$ cat src/rtl/io_input_ctrl.sv
// -----------------------------------------------------------------------------
// io_input_ctrl
//
// Memory-mapped input controller for four push buttons (KEY) and ten switches
// (SW). Each pin group is synchronized with two flops, debounced, and exposed
// through a data register (KDATA/SDATA) and a control register (KCTRL/SCTRL)
// holding RDY (bit 0), OVR (bit 2) and IE (bit 8). A registered level
// interrupt is raised while any group has RDY and IE both set.
//
// Build option:
//   IO_INPUT_SW_DEBOUNCE_EN  defined   -> SW uses the same debounce counter as KEY
//                            undefined -> SW stable value follows the
//                                         synchronizer every cycle
//
// Ports:
//   clk      sole clock, rising edge
//   reset    synchronous, active-low
//   addr     bus address
//   rdEn     one-cycle read strobe (clears RDY of the data register read)
//   wrEn     write strobe (only the CTRL registers are writable)
//   dataIn   write data
//   KEY      raw asynchronous push-button pins
//   SW       raw asynchronous switch pins
//   dataOut  combinational read data selected by addr
//   intr     registered interrupt request
// -----------------------------------------------------------------------------
module io_input_ctrl #(
  parameter int          DBITS           = 32,
  parameter int          DEBOUNCE_CYCLES = 100000,
  parameter logic [31:0] ADDR_KEY        = 32'hF0000010,
  parameter logic [31:0] ADDR_SW         = 32'hF0000014,
  parameter logic [31:0] ADDR_KCTRL      = 32'hF0000110,
  parameter logic [31:0] ADDR_SCTRL      = 32'hF0000114
) (
  input  logic             clk,
  input  logic             reset,
  input  logic [31:0]      addr,
  input  logic             rdEn,
  input  logic             wrEn,
  input  logic [DBITS-1:0] dataIn,
  input  logic [3:0]       KEY,
  input  logic [9:0]       SW,
  output logic [DBITS-1:0] dataOut,
  output logic             intr
);

  // Wide enough to hold DEBOUNCE_CYCLES-1, the last count before acceptance.
  localparam int            CW      = (DEBOUNCE_CYCLES > 2) ? $clog2(DEBOUNCE_CYCLES) : 1;
  localparam logic [CW-1:0] CNT_MAX = CW'(DEBOUNCE_CYCLES - 1);

  logic [3:0]    key_meta;
  logic [3:0]    key_sync;
  logic [3:0]    key_stable;
  logic [CW-1:0] key_cnt;
  logic          key_upd;

  logic [9:0]    sw_meta;
  logic [9:0]    sw_sync;
  logic [9:0]    sw_stable;
  logic          sw_upd;

  logic          k_rdy, k_ovr, k_ie;
  logic          s_rdy, s_ovr, s_ie;

  logic          rd_key, rd_sw, wr_kctrl, wr_sctrl;
  logic          k_new_ovr, s_new_ovr;

  // Only IE, OVR-clear and (ignored) RDY bits of the write data are meaningful.
  logic          unused_data_bits;
  assign unused_data_bits = ^{dataIn[DBITS-1:9], dataIn[7:3], dataIn[1:0]};

  // KEY: two-flop synchronizer followed by the debounce counter. The idle
  // level of the buttons is high, so everything restarts at 4'hF.
  assign key_upd = (key_sync != key_stable) && (key_cnt == CNT_MAX);

  always_ff @(posedge clk) begin
    if (!reset) begin
      key_meta   <= 4'hF;
      key_sync   <= 4'hF;
      key_stable <= 4'hF;
      key_cnt    <= '0;
    end else begin
      key_meta <= KEY;
      key_sync <= key_meta;
      if (key_sync == key_stable) begin
        key_cnt <= '0;
      end else if (key_upd) begin
        key_stable <= key_sync;
        key_cnt    <= '0;
      end else begin
        key_cnt <= key_cnt + 1'b1;
      end
    end
  end

`ifdef IO_INPUT_SW_DEBOUNCE_EN
  logic [CW-1:0] sw_cnt;

  assign sw_upd = (sw_sync != sw_stable) && (sw_cnt == CNT_MAX);

  // SW: same synchronize-then-debounce path as KEY, idle level 0.
  always_ff @(posedge clk) begin
    if (!reset) begin
      sw_meta   <= '0;
      sw_sync   <= '0;
      sw_stable <= '0;
      sw_cnt    <= '0;
    end else begin
      sw_meta <= SW;
      sw_sync <= sw_meta;
      if (sw_sync == sw_stable) begin
        sw_cnt <= '0;
      end else if (sw_upd) begin
        sw_stable <= sw_sync;
        sw_cnt    <= '0;
      end else begin
        sw_cnt <= sw_cnt + 1'b1;
      end
    end
  end
`else
  assign sw_upd = (sw_sync != sw_stable);

  // SW without debounce: the stable copy tracks the synchronizer, and any
  // difference between the two is a new value being accepted.
  always_ff @(posedge clk) begin
    if (!reset) begin
      sw_meta   <= '0;
      sw_sync   <= '0;
      sw_stable <= '0;
    end else begin
      sw_meta   <= SW;
      sw_sync   <= sw_meta;
      sw_stable <= sw_sync;
    end
  end
`endif

  assign rd_key   = rdEn && (addr == ADDR_KEY);
  assign rd_sw    = rdEn && (addr == ADDR_SW);
  assign wr_kctrl = wrEn && (addr == ADDR_KCTRL);
  assign wr_sctrl = wrEn && (addr == ADDR_SCTRL);

  // An overrun is a second accepted value while the first is still unread; a
  // read in the same cycle consumes the old value, so it is not an overrun.
  assign k_new_ovr = key_upd && k_rdy && !rd_key;
  assign s_new_ovr = sw_upd  && s_rdy && !rd_sw;

  // Status bits: a new value beats a clearing read, a new overrun beats a
  // clearing write. The interrupt is registered from the pre-edge status.
  always_ff @(posedge clk) begin
    if (!reset) begin
      k_rdy <= 1'b0;
      k_ovr <= 1'b0;
      k_ie  <= 1'b0;
      s_rdy <= 1'b0;
      s_ovr <= 1'b0;
      s_ie  <= 1'b0;
      intr  <= 1'b0;
    end else begin
      intr <= (k_rdy & k_ie) | (s_rdy & s_ie);

      if (key_upd)     k_rdy <= 1'b1;
      else if (rd_key) k_rdy <= 1'b0;

      if (sw_upd)     s_rdy <= 1'b1;
      else if (rd_sw) s_rdy <= 1'b0;

      if (k_new_ovr)                 k_ovr <= 1'b1;
      else if (wr_kctrl && !dataIn[2]) k_ovr <= 1'b0;

      if (s_new_ovr)                 s_ovr <= 1'b1;
      else if (wr_sctrl && !dataIn[2]) s_ovr <= 1'b0;

      if (wr_kctrl) k_ie <= dataIn[8];
      if (wr_sctrl) s_ie <= dataIn[8];
    end
  end

  // Read mux is purely address-driven so the data path can sample it in the
  // same cycle it presents the address.
  always_comb begin
    dataOut = '0;
    if (addr == ADDR_KEY) begin
      dataOut[3:0] = key_stable;
    end else if (addr == ADDR_SW) begin
      dataOut[9:0] = sw_stable;
    end else if (addr == ADDR_KCTRL) begin
      dataOut[0] = k_rdy;
      dataOut[2] = k_ovr;
      dataOut[8] = k_ie;
    end else if (addr == ADDR_SCTRL) begin
      dataOut[0] = s_rdy;
      dataOut[2] = s_ovr;
      dataOut[8] = s_ie;
    end
  end

endmodule

$ cat config.mk
export PLATFORM = sky130hd
export DESIGN_NAME = io_input_ctrl
export DESIGN_NICKNAME = d
export VERILOG_FILES = /design/src/rtl/io_input_ctrl.sv
export SDC_FILE = /design/constraint.sdc
export NUM_CORES = 1
export LEC_CHECK = 0
export ABC_CLOCK_PERIOD_IN_PS = 2000
export BUFFER_PORTS_ARGS = -buffer_cell sky130_fd_sc_hd__buf_2
export CAP_MARGIN = 20
export CELL_PAD_IN_SITES_DETAIL_PLACEMENT = 1
export CELL_PAD_IN_SITES_GLOBAL_PLACEMENT = 2
export CORE_UTILIZATION = 28
export DETAILED_ROUTE_END_ITERATION = 6
export GPL_TIMING_DRIVEN = 0
export PLACE_DENSITY = 0.81
export SLEW_MARGIN = 20
export SYNTH_ARGS = -nofsm -noshare
export SYNTH_HDL_FRONTEND = slang
export SYNTH_SLANG_ARGS = --single-unit
$ cat constraint.sdc
create_clock -name clk -period 2 [get_ports clk]
set_input_delay 0.1 -clock clk [delete_from_list [all_inputs] [get_ports clk]]
set_output_delay 0.1 -clock clk [all_outputs]
set_load 0.005 [all_outputs]
==> Word level (Yosys, flattened, before mapping) <==
Index checks and enable logic that the tools add are counted.
{ "op_classes": {"addsub": 1, "n_eq_ne": 8, "n_mux": 22, "bitwise_logic": 5, "reduce_logical": 20} }
{ "op_table": {"columns": ["op", "n"], "rows": [
  ["$eq 32x32->1 const B", 4],
  ["$mux 1", 19],
  ["$add 17x1->17 const B", 1],
  ["$eq 17x17->1 const B", 1],
  ["$logic_and 1x1->1", 11],
  ["$ne 10x10->1", 1],
  ["$reduce_bool 2->1", 4],
  ["$mux 6", 1],
  ["$mux 5", 1],
  ["$eq 4x4->1", 1],
  ["$mux 4", 1],
  ["$ne 4x4->1", 1],
  ["$logic_not 1->1", 3],
  ["$reduce_or 3->1", 1],
  ["$and 1x1->1", 2],
  ["$not 1->1", 2],
  ["$reduce_and 2->1", 1],
  ["$or 1x1->1", 1]
]} }
{ "totals": {"ff_bits": 66, "input_bits": 82, "output_inout_bits": 33, "elab_cells": 70} }

==> Logic depth before layout (Yosys ltp) <==
{ "depth": {"word_depth": 5, "ltp_mapped": 7, "mapped_depth_nobuf": 5} }

==> Worst setup path after synthesis <==
No wires, ideal clock.
{ "synth_path": {"path_kind": "reg-to-reg", "startpoint": "reg key_cnt[0]", "endpoint": "reg k_ovr", "setup_time_ns": 0.126, "arrival_time_ns": 1.445, "required_ns": 1.874, "slack_ns": 0.429, "path_stages_with_launch": 8, "n_path_buf": 2, "period_less_slack_ns": 1.571, "path_cell_list": "dfxtp_1 ha_1 and4_1 buf_2 and4_1 buf_4 a41oi_1 o22ai_1"} }
{ "synth_between": {"elab_chain_cells": 5, "word_cells_on_any_way": 6, "classes_between": "eq/ne: 1; mux: 1; reduce/logical: 4"} }
{ "synth_rtl": {"columns": ["item", "line", "text"], "rows": [
  ["start, declared", "54", "logic [CW-1:0] key_cnt;"],
  ["start signal, assigned", "91", "key_cnt <= key_cnt + 1'b1;"],
  ["$eq 17x17->1 *", "74", "assign key_upd = (key_sync != key_stable) && (key_cnt == CNT_MAX);"],
  ["$logic_and 1x1->1 *", "74", null],
  ["$logic_and 1x1->1 * (2 in a row)", "146", "assign k_new_ovr = key_upd && k_rdy && !rd_key;"],
  ["$mux 1 or $reduce_bool 2->1 (tied branches)", null, null],
  ["end signal, assigned", "154", "k_ovr <= 1'b0;"],
  ["end signal, assigned", "169", "if (k_new_ovr) k_ovr <= 1'b1;"],
  ["end signal, assigned", "170", "else if (wr_kctrl && !dataIn[2]) k_ovr <= 1'b0;"],
  ["end, declared", "62", "logic k_rdy, k_ovr, k_ie;"]
]} }
Every way passes the cells marked *; elsewhere a longest branch is shown, timed or not.
A chain may end at the register's enable or synchronous reset.

==> Final worst setup path <==
{ "layout_path": {"startpoint": "reg key_cnt[0]", "endpoint": "reg key_cnt[8]"} }
{ "layout_between": {"elab_chain_cells": 3, "word_cells_on_any_way": 4, "classes_between": "add/sub: 1; eq/ne: 1; reduce/logical: 2"} }
{ "layout_rtl": {"columns": ["item"], "rows": [
  ["parallel branches: the longest is 3 deep, another holds $add 17x1->17"]
]} }
Several ways; the timed one is not identified.

==> impl_metrics.py <==
metrics = {
    "routing": {
        "drc": 0,
        "first_pass_iters": 4,
        "routed_via_density": 4.450,
        "drt_iter0_drc": 50,
        "vias": 2412,
        "ant_nets": 0,
        "routed_wl_um": 6831,
        "post_drt_wl_per_cell_um": 12.60,
    },
    "yosys": {
        "synth.most_common_cell": "dfxtp_1",
        "synthDistinctLibCells": 42,
        "ys_warn_count": 0,
        "synth_common_cells": "dfxtp_1, and2_1, buf_4",
        "synth-async-reset-ratio": 0,
        "synth_top_flop_cell": "dfxtp_1",
        "postSynthCellCount": 294,
        "synth_area_per_cell_um2": 9.988,
        "synth_seq_cells": 66,
        "synth_edf_count": 0,
        "synth_area_um2": 2937,
        "ys_seq_area_frac": 0.4499,
        "yosysTopAreaCell": "dfxtp_1",
        "yosys.area.top_type_share": 0.4499,
        "synth_area_leaders": "dfxtp_1, and2_1, buf_4",
    },
    "layout": {
        "n_antenna_cell": 0,
        "drive_above_1_share": 0.2980,
        "area_growth_pct": 30.51,
        "design_area_um2": 3832,
        "final.fill_count": 1215,
        "final_nets": 484,
    },
    "global_route": {
        "overflow": 0,
        "antenna_found_initial": 0,
        "grt_pass1_vias": 2481,
        "grt_pass1_wl_um": 11670,
        "grt_usage": 0.1351,
        "grt_max_degree": 14,
    },
    "timing": {
        "hold_ws_ns": 0.05251,
        "post-route-period-util": 0.9003,
        "slew_viol_final": 0,
        "rsz0062_at_grt": "no",
        "final.setup.tns_ns": 0,
        "setup_viol": 0,
        "finalCriticalPeriod_ns": 1.801,
        "fmax_mhz": 555.4,
        "hold_violations": 0,
        "finalClockSkew_ns": 0.01280,
    },
    "worst_setup_path": {
        "slowest_delay_ns": 0.37,
        "path_max_fanout": 10,
        "cp_num_buf_inv": 2,
        "criticalPathCategory": "reg2reg",
        "worstPathCellList": "ha_1 > and4_1 > buf_2 > nand4_1 > nand3_2 > buf_6 > nor2_1",
        "slowest_stage": "dfxtp_1",
        "crit_family": "simple AND/OR/NAND/NOR gates",
        "crit_path_end_kind": "flop",
        "cp-start-kind": "flop",
        "reg2reg_depth": 7,
        "arrival_ns": 2.03,
        "cp.depth": 7,
        "required_ns": 2.23,
    },
    "clock_tree": {
        "clk_latency_ns": 0.35,
        "cts_max_level": 3,
        "clockBufferDepth": 2,
        "cts_tree": "built",
        "cts_sinks": 66,
        "post-cts-setup-buffers": 0,
        "postCtsResizedCells": 0,
        "clkTransAtPathRegs_ns": 0.09,
        "cts_root_buf": "clkbuf_8",
        "hold_buffers": 14,
        "cts_buffers": 9,
    },
    "die": {
        "ioPinCount": 115,
        "dieArea_um2": 10900,
        "fp-row-count": 37,
        "die-height_um": 104.4,
        "initial_core_util": 0.2870,
        "core_um2": 10230,
        "fp.dieW_um": 104.4,
    },
    "placement": {
        "port_buffers": 61,
        "placed_area_um2": 3491,
        "place_hpwl_um": 5070,
        "gp_congestion": 0.7772,
    },
    "power_and_ir_drop": {
        "leakagePower_nw": 1.562,
        "p_per_area_nw_per_um2": 718.4,
        "finalPower_w": 0.002753,
        "ir_drop_v": 0.0003091,
    },
    "status": {
        "status": "finished clean",
    },
    "flow_run": {
        "drv_cap": 0,
    },
    "min_path": {
        "hp-class": "in2reg",
        "hold_depth": 3,
    },
}
==> metrics by stage <==
stage	setup WS (ns)	instances	util
2_1_floorplan	0.4290	315	-
3_3_place_gp	0.2003	512	0.3412
3_5_place_dp	0.1888	512	0.3412
4_1_cts	0.1853	542	0.3746
5_1_grt	0.04801	542	0.3746
6_report	0.1995	542	0.3746
==> routing by layer <==
metal / vias up / global-route usage / routed length [um]
met5: - / 0 / 0
met4: 0 / 0.04898 / 99
met3: 11 / 0.04073 / 423
met2: 64 / 0.2289 / 3201
met1: 1133 / 0.1603 / 3107
li1: 1204 / - / -
==> state kept, by name (all words and copies together) (netlist names) <==
register and count:
key_meta 4, sw_meta 10, sw_stable 10, sw_sync 10
k_ie 1, k_rdy 1, key_cnt 17, k_ovr 1
s_ie 1, intr 1, s_rdy 1, s_ovr 1
key_stable 4, key_sync 4
==> layout by cell type (no fill, tap or decap), drive strengths merged, types with 2 or more instances in the layout <==
cell type,synthesis,routed
a21oi,4,4
clkinv,0,4
inv,3,4
xnor2,14,14
nand2b,9,9
o41ai,2,2
nand2,6,6
clkbuf,5,14
nor4bb,2,2
nor3,2,2
conb,1,22
a31oi,2,2
mux2i,5,5
nor2,21,21
mux4,2,2
nand4,14,14
xor2,13,13
o31ai,2,2
dfxtp,66,66
and4,6,6
nor4b,12,12
dlygate4sd3,0,14
and2,33,33
o21ai,6,6
nand3,15,15
buf,29,90
nor4,8,8
or3,3,3
==> report_power, final <==
group,internal (W),switching (W)
Sequential,0.00135,0.0000192
Combinational,0.000140,0.000118
Clock,0.000583,0.000540
==> area by class of cell <==
type / instances / area (um2) / share of cell area
clock inverters: 7 / 77.57 / 0.02024
multi-input cells: 212 / 1444 / 0.3768
plain buffers: 34 / 239.0 / 0.06236
clock buffers: 9 / 123.9 / 0.03232
flip-flops and latches: 66 / 1321 / 0.3448
well taps: 136 / 170.2 / 0.04440
inverters: 3 / 11.26 / 0.002938
repair buffers: 75 / 445.4 / 0.1162
==> worst reg2reg max path, delay by kind of cell, from the launching register on <==
kind,cells,cell delay [ns]
and+or+nand+nor,4,0.75
buffers and inverters,2,0.36
adders and majority gates,1,0.22
DFF,1,0.37
==> cells by family (layout without fill, tap and decap cells) <==
group,Yosys count,after routing,synth area share
other,1,22,0.001277
multiplexers,7,7,0.03238
XOR/XNOR,27,27,0.08053
AO/OA/AOI/OAI,21,21,0.04559
adder cells (fa/ha/maj),1,1,0.004260
AND/OR/NAND/NOR,134,134,0.3008
buffers and inverters,37,128,0.08522
flip-flops,66,66,0.4499
==> worst paths after layout <==
path	start	end	slack [ns]
max	key_cnt[0]	key_cnt[8]	0.20
min	dataIn[8]	k_ie	0.05
max reg2reg	key_cnt[0]	key_cnt[8]	0.20
min reg2reg	key_meta[2]	key_sync[2]	0.41
Note: power is estimated with default switching activity, not from simulation.
